## src/rtl/pwm_pkg.sv

```systemverilog
// Shared constants and helpers for the multi-channel PWM generator.
package pwm_pkg;

   localparam logic PWM_EDGE   = 1'b0;
   localparam logic PWM_CENTER = 1'b1;

   typedef enum logic {
      DIR_UP   = 1'b0,
      DIR_DOWN = 1'b1
   } dir_e;

   // Default width of the counter; reset TOP is the all-ones value for a given width.
   localparam int unsigned PWM_WIDTH_DEFAULT = 7;
   localparam int unsigned PWM_TOP_RST_DEFAULT = (1 << PWM_WIDTH_DEFAULT) - 1;

   function automatic int unsigned pwm_top_rst(input int unsigned width);
      return (32'd1 << width) - 32'd1;
   endfunction

endpackage

```

## src/rtl/pwm_channel.sv

```systemverilog
// One PWM compare channel: double-buffered duty and a registered compare against the shared count.
module pwm_channel
   import pwm_pkg::*;
#(
   parameter int unsigned WIDTH = PWM_WIDTH_DEFAULT
) (
   input  logic             clk_i,
   input  logic             rst_ni,
   input  logic             en_i,
   input  logic             wr_i,
   input  logic [WIDTH:0]   duty_i,
   input  logic             xfer_i,
   input  logic [WIDTH-1:0] cnt_i,
   output logic             pwm_o
);

   logic [WIDTH:0] duty_sh_d, duty_sh_q;
   logic [WIDTH:0] duty_act_d, duty_act_q;
   logic           pwm_d, pwm_q;

   always_comb begin
      duty_sh_d  = wr_i ? duty_i : duty_sh_q;
      // A write landing on the transfer edge goes straight through to the active copy.
      duty_act_d = xfer_i ? duty_sh_d : duty_act_q;
      pwm_d      = en_i & ({1'b0, cnt_i} < duty_act_q);
   end

   always_ff @(posedge clk_i or negedge rst_ni) begin
      if (!rst_ni) begin
         duty_sh_q  <= '0;
         duty_act_q <= '0;
         pwm_q      <= 1'b0;
      end else begin
         duty_sh_q  <= duty_sh_d;
         duty_act_q <= duty_act_d;
         pwm_q      <= pwm_d;
      end
   end

   assign pwm_o = pwm_q;

endmodule

```

## src/rtl/pwm_multi.sv

```systemverilog
// Multi-channel PWM: shared edge/center-aligned counter with shadowed period and mode,
// a period-start strobe, and CHANNELS compare channels.
module pwm_multi
   import pwm_pkg::*;
#(
   parameter int unsigned WIDTH    = PWM_WIDTH_DEFAULT,
   parameter int unsigned CHANNELS = 2,
   parameter int unsigned SELW     = (CHANNELS > 1) ? $clog2(CHANNELS) : 1
) (
   input  logic                clk_i,
   input  logic                rst_ni,
   input  logic                en_i,
   input  logic                mode_i,
   input  logic [WIDTH-1:0]    top_i,
   input  logic                wr_i,
   input  logic [SELW-1:0]     ch_sel_i,
   input  logic [WIDTH:0]      duty_i,
   output logic [CHANNELS-1:0] pwm_out_o,
   output logic                e_o,
   output logic [WIDTH-1:0]    cnt_o
);

   localparam logic [WIDTH-1:0] TOP_RST = WIDTH'(pwm_top_rst(WIDTH));

   logic [WIDTH-1:0] top_sh_q, top_act_d, top_act_q;
   logic             mode_sh_q, mode_act_d, mode_act_q;
   logic [WIDTH-1:0] cnt_d, cnt_q;
   dir_e             dir_d, dir_q;
   logic             e_d, e_q;
   logic             boundary, xfer;
   logic [WIDTH-1:0] turn_cnt;

   always_comb begin
      // Center mode turns at T-1 where T = max(TOP, 1).
      turn_cnt   = (top_act_q == '0) ? '0 : top_act_q - 1'b1;
      boundary   = (mode_act_q == PWM_EDGE) ? (cnt_q == top_act_q)
                                            : ((cnt_q == '0) && (dir_q == DIR_DOWN));
      xfer       = !en_i || boundary;
      top_act_d  = xfer ? top_sh_q : top_act_q;
      mode_act_d = xfer ? mode_sh_q : mode_act_q;
      e_d        = en_i & boundary;
      cnt_d      = cnt_q;
      dir_d      = dir_q;
      if (!en_i) begin
         cnt_d = '0;
         dir_d = DIR_UP;
      end else if (mode_act_q == PWM_EDGE) begin
         cnt_d = boundary ? '0 : cnt_q + 1'b1;
         dir_d = DIR_UP;
      end else begin
         unique case (dir_q)
            DIR_UP: begin
               if (cnt_q >= turn_cnt) dir_d = DIR_DOWN;
               else                   cnt_d = cnt_q + 1'b1;
            end
            DIR_DOWN: begin
               if (cnt_q == '0) dir_d = DIR_UP;
               else             cnt_d = cnt_q - 1'b1;
            end
            default: dir_d = DIR_UP;
         endcase
      end
   end

   always_ff @(posedge clk_i or negedge rst_ni) begin
      if (!rst_ni) begin
         top_sh_q   <= TOP_RST;
         top_act_q  <= TOP_RST;
         mode_sh_q  <= PWM_EDGE;
         mode_act_q <= PWM_EDGE;
         cnt_q      <= '0;
         dir_q      <= DIR_UP;
         e_q        <= 1'b0;
      end else begin
         top_sh_q   <= top_i;
         top_act_q  <= top_act_d;
         mode_sh_q  <= mode_i;
         mode_act_q <= mode_act_d;
         cnt_q      <= cnt_d;
         dir_q      <= dir_d;
         e_q        <= e_d;
      end
   end

   for (genvar c = 0; c < CHANNELS; c++) begin : g_ch
      logic wr_ch;
      // Out-of-range selects match no channel and are dropped.
      assign wr_ch = wr_i && (32'(ch_sel_i) == c);

      pwm_channel #(
         .WIDTH(WIDTH)
      ) u_channel (
         .clk_i  (clk_i),
         .rst_ni (rst_ni),
         .en_i   (en_i),
         .wr_i   (wr_ch),
         .duty_i (duty_i),
         .xfer_i (xfer),
         .cnt_i  (cnt_q),
         .pwm_o  (pwm_out_o[c])
      );
   end

   assign e_o   = e_q;
   assign cnt_o = cnt_q;

endmodule

```

## config.mk

```make
export PLATFORM = sky130hd
export DESIGN_NAME = pwm_multi
export DESIGN_NICKNAME = d
export VERILOG_FILES = /design/src/rtl/pwm_pkg.sv /design/src/rtl/pwm_channel.sv /design/src/rtl/pwm_multi.sv
export SDC_FILE = /design/constraint.sdc
export NUM_CORES = 1
export LEC_CHECK = 0
export CORE_MARGIN = 5
export CORE_UTILIZATION = 45
export CTS_CLUSTER_DIAMETER = 30
export DETAILED_ROUTE_END_ITERATION = 12
export PLACE_DENSITY = 0.69
export SYNTH_ARGS = -nofsm -noshare
export SYNTH_HDL_FRONTEND = slang
export SYNTH_SLANG_ARGS = --single-unit
```

## constraint.sdc

```tcl
create_clock -name clk_i -period 3.35 [get_ports clk_i]
set_input_delay 1.005 -clock clk_i [delete_from_list [all_inputs] [get_ports clk_i]]
set_output_delay 1.005 -clock clk_i [all_outputs]
set_load 0.005 [all_outputs]
```

# == Yosys cells after proc, flatten, opt, wreduce, memory -nomap -nowiden ==
# Index checks and enable logic that the tools add are counted.
# op_classes
n_eq_ne,3
bitwise_logic,5
mux,15
n_addsub,3
reduce_logical,8
order_cmp,3
# ops
op,count
7-bit two-way mux,6
7-bit by 8-bit < comparator with 1-bit output,2
8-bit two-way mux,2
7-bit zero test,2
7-bit case mux with 2 select lines,1
7-bit by 1-bit subtractor with 7-bit output (second input constant),2
4-bit != test (second input constant),2
7-bit by 1-bit adder with 7-bit output (second input constant),1
7-bit equality test,1
7-bit greater-or-equal comparator,1
1-bit two-way mux,5
1-bit AND,3
1-bit logical AND,3
1-bit NOT,2
1-bit case mux with 2 select lines,1
2-bit AND reduction,1
1-bit zero test,1
1-bit logical OR,1
# totals
word_cells,50
regBits,59

# == Depth between registers and ports, before layout ==
# logic_depth
depth_word,7
mapped_depth,12
ltp_nobuf,11

# == By module ==
# A second synthesis with hierarchy kept.
# unflattened
cells_unflattened,269
hier_area_um2,3093.0
# by_module_without_submodules
mod,area_per_inst_um2,cells_each,n_inst
pwm_channel,773.2,64,2
pwm_multi,1546.5,141,1

# == Worst setup path after synthesis ==
# Ideal clock, no wire load.
# synth_timing
kind,reg2reg
startpoint,reg top_act_q[0]
endpoint,reg cnt_q[1] (netlist: cnt_o[1])
n_path_buf,1
slack_ns,0.526
setup_ns,0.079
path_stages_with_launch,13
arrival_ns,2.745
cell_sequence,dfstp_2 inv_1 ha_1 or3b_1 or4_1 and2_1 ha_1 nor2b_1 o21ai_0 a21oi_1 or2_0 buf_6 mux2i_1
# synth_between
elab_chain_len,5
word_cells_on_any_way,11
cone_classes,1 x add/sub; 1 x order compare; 2 x eq/ne; 5 x mux; 2 x reduce/logical
# synth_rtl
item,line,source
"start, declared",pwm_multi.sv:25,"logic [WIDTH-1:0] top_sh_q, top_act_d, top_act_q;"
"start signal, assigned",pwm_multi.sv:76,top_act_q <= top_act_d;
7-bit by 1-bit subtractor with 7-bit output (tied with other cells),pwm_multi.sv:35,turn_cnt = (top_act_q == '0) ? '0 : top_act_q - 1'b1;
7-bit two-way mux / 1-bit two-way mux (equally long branches),"pwm_multi.sv:35, pwm_multi.sv:36",
7-bit greater-or-equal comparator / 7-bit two-way mux (equally long branches),"pwm_multi.sv:53, pwm_multi.sv:48",
4-bit != test (no line) / 7-bit two-way mux (equally long branches),-,
2-bit AND reduction (no line) / 7-bit two-way mux (equally long branches),-,
"end signal, assigned",pwm_multi.sv:79,cnt_q <= cnt_d;
"end, declared",pwm_multi.sv:27,"logic [WIDTH-1:0] cnt_d, cnt_q;"
# Parallel ways exist; a longest one is shown, timed or not.
# A chain may end at the register's enable or synchronous reset.

# == Worst setup path in the final report ==
# Ends and elaborated chain as after synthesis.

==> impl_metrics.env <==
export IMPL_synth_seq_cells=59
export IMPL_first_iter_violations=127
export IMPL_yosysSeqAreaShare_pct=47.2
export IMPL_nets=340
export IMPL_grt_use_met2_pct=22.4
export IMPL_r2r_start="top_act_q[0]$_DFFE_PN1P_"
export IMPL_final_cell_mix="dfrtp_1 (45), clkdlybuf4s50_1 (29), ha_1 (22), inv_1 (21), mux2_2 (20)"
export IMPL_synth_nets=305
export IMPL_numCtsBuffers=9
export IMPL_start_kind="flop"
export IMPL_powerDensity_nw_per_um2=500
export IMPL_diodes=0
export IMPL_postCtsHoldBufs=0
export IMPL_rows=30
export IMPL_grt_busiest_layer="met2"
export IMPL_worstRegToRegCells=12
export IMPL_end_kind="flop"
export IMPL_grt_pass1_vias=2084
export IMPL_grt_start_max_net_pins=33
export IMPL_min_from="mode_sh_q$_DFF_PN0_"
export IMPL_dp_hpwl_um=4120
export IMPL_wl_per_cell_um=14.7
export IMPL_max_clock_path_buffers=2
export IMPL_post_route_min_period_ns=3.07
export IMPL_dieWidth_um=93.9
export IMPL_grt_pass1_wl_um=10300
export IMPL_fp_dieArea_um2=8820
export IMPL_hold_depth=1
export IMPL_ys_async_sr_fraction_pct=100
export IMPL_tightest_slew_ns=0.661
export IMPL_crit_fanout=7
export IMPL_slew_viol_final=0
export IMPL_grt_total_usage_pct=15.1
export IMPL_cts_sinks=59
export IMPL_cap_violations=0
export IMPL_start_util_pct=46.4
export IMPL_synth_flop_cell="dfrtp_1"
export IMPL_synth_cell_area_um2=3170
export IMPL_htreeDepth=3
export IMPL_report_power_total_mw=1.85
export IMPL_grtUsageMet3_pct=4.41
export IMPL_cts_setup_buffers=0
export IMPL_hold_class="flop to flop"
export IMPL_arrival_ns=3.32
export IMPL_antenna_found_initial=0
export IMPL_slew_headroom_pct=55.9
export IMPL_critPathRequiredTime_ns=3.60
export IMPL_synth_cell_types=45
export IMPL_drt_first_pass_iters=5
export IMPL_tns_ns=0
export IMPL_post_route_period_util_pct=91.5
export IMPL_viasPerCell=5.14
export IMPL_gp_congestion=0.818
export IMPL_leakagePower_nw=1.72
export IMPL_ctsResizeCount=0
export IMPL_ff2ff_setup_slack_ns=0.28
export IMPL_status="finished, final reports clean"
export IMPL_min_to="mode_act_q$_DFFE_PN0P_"
export IMPL_clkTransAtPathRegs_ns=0.06
export IMPL_die_y_um=93.9
export IMPL_setup_viol=0
export IMPL_irDropWorstVdd_mv=0.216
export IMPL_synth_avg_cell_area_um2=12.1
export IMPL_grt_use_met1_pct=20.7
export IMPL_grt_ovfl_total=0
export IMPL_r2r_end="cnt_o[1]$_DFFE_PN0P_"
export IMPL_final_common_cell="dfrtp_1"
export IMPL_synth_edf_count=0
export IMPL_fmaxAchievable_mhz=326
export IMPL_final_cell_count_no_fill=398
export IMPL_fin_skew_ns=0.00820
export IMPL_drive_above_1_share_pct=27.2
export IMPL_ant_nets=0
export IMPL_worst_setup_path_type="flop to flop"
export IMPL_tritoncts="yes"
export IMPL_port_buffers=30
export IMPL_dp_cells=382
export IMPL_pin_count=31
export IMPL_syn_instance_count=262
export IMPL_drt_wl_total_um=5830
export IMPL_clk_latency_ns=0.34
export IMPL_holdWs_ns=0.445
export IMPL_cts_root_buffer="clkbuf_8"
export IMPL_drc_errors=0
export IMPL_core_um2=6830
export IMPL_area_growth_syn_to_layout_pct=17.2
export IMPL_num_vias=2044
export IMPL_rsz0062_at_grt="no"
export IMPL_hold_viol=0
export IMPL_ys_warn_count=0
-- state kept, by name, summed over array words and instances (netlist names) --
| signal | flops |
|---|---|
| e_o | 1 |
| top_sh_q | 7 |
| top_act_q | 7 |
| cnt_o | 7 |
| mode_act_q | 1 |
| g_ch.u_channel.duty_sh_q | 16 |
| mode_sh_q | 1 |
| dir_q | 1 |
| g_ch.u_channel.duty_act_q | 16 |
| g_ch.u_channel.pwm_o | 2 |
-- layout make-up --
cell class                 instances  area [um2]
clock buffer                      11         131
clock inverter                     5        53.8
fill                             621        3120
inverter                          21        78.8
multi-input combinational        173        1500
sequential                        59        1490
tap                               96         120
timing repair buffer              33         330
-- where the power goes --
part | switching (mW) | total, mW | internal [mW]
registers | 0.0644 | 0.880 | 0.816
clock network | 0.270 | 0.611 | 0.341
logic | 0.154 | 0.363 | 0.208
total | 0.489 | 1.85 | 1.37
-- kinds of logic (layout without fill, tap and decap cells) --
logic type | Yosys count | in the layout | synth area share [%]
adders and majority gates | 22 | 22 | 8.69
AOI/OAI and AO/OA | 35 | 35 | 7.66
muxes | 42 | 42 | 17.1
buffers and inverters | 30 | 70 | 5.37
and+or+nand+nor | 61 | 61 | 10.4
xor gates and xnor gates | 13 | 13 | 3.60
DFF | 59 | 59 | 47.2
-- cells in the mapped netlist (2+ instances only) --
cell	instances	share of area [%]
mux2_4	19	9.0
dfrtp_1	45	36
nand2_1	14	1.7
a31oi_1	2	0.40
dfstp_2	14	12
nand3_1	8	1.3
xnor2_1	4	1.1
nor3_1	4	0.63
a21o_1	3	0.71
o21ai_0	11	1.7
mux2i_1	3	0.95
a21oi_1	7	1.1
buf_6	2	0.71
buf_12	2	1.3
mux2_2	20	7.1
nor4_1	4	0.79
xor2_1	9	2.5
buf_4	2	0.47
nand2b_1	3	0.59
o22ai_1	2	0.40
and3_1	2	0.40
o221ai_2	4	1.9
and2_1	3	0.59
inv_1	21	2.5
nor2_1	7	0.83
or2_2	3	0.59
ha_1	22	8.7
nor2b_1	5	0.99
-- metrics by stage --
step           setup WS (ns)  utilization, %  area, um2
2_1_floorplan          0.526               -       3170
3_3_place_gp           0.401            51.6       3530
3_5_place_dp           0.311            51.6       3530
4_1_cts                0.269            54.3       3710
5_1_grt               0.0454            54.3       3710
6_report               0.285            54.3       3710
-- critical path, stage by stage (launching register included) --
cell and delay, ns:
dfstp_2 0.38, inv_1 0.06, ha_1 0.17, or3b_1 0.41, or4_1 0.52, and2_1 0.21, ha_1 0.26, nor2b_1 0.10
o21ai_0 0.09, a21oi_1 0.26, or2_0 0.15, buf_4 0.16, mux2i_1 0.19
-- per-layer routing --
layer  vias up  wire [um]
li1        986          -
met1      1010       2750
met2        38       2760
met3        10        243
met4         0         86
met5         -          0
-- worst max path at each step --
stage	start	endpoint	slack, ns	depth (start not counted)
2_1_floorplan	top_act_q[0]$_DFFE_PN1P_	cnt_o[1]$_DFFE_PN0P_	0.53	12
3_3_place_gp	top_act_q[0]$_DFFE_PN1P_	cnt_o[1]$_DFFE_PN0P_	0.40	12
3_5_place_dp	top_act_q[0]$_DFFE_PN1P_	cnt_o[1]$_DFFE_PN0P_	0.31	12
4_1_cts	top_act_q[0]$_DFFE_PN1P_	cnt_o[1]$_DFFE_PN0P_	0.27	12
5_1_grt	top_act_q[0]$_DFFE_PN1P_	cnt_o[1]$_DFFE_PN0P_	0.05	12
6_report	top_act_q[0]$_DFFE_PN1P_	cnt_o[1]$_DFFE_PN0P_	0.28	12
No activity file was read; power rests on OpenSTA's default activity.
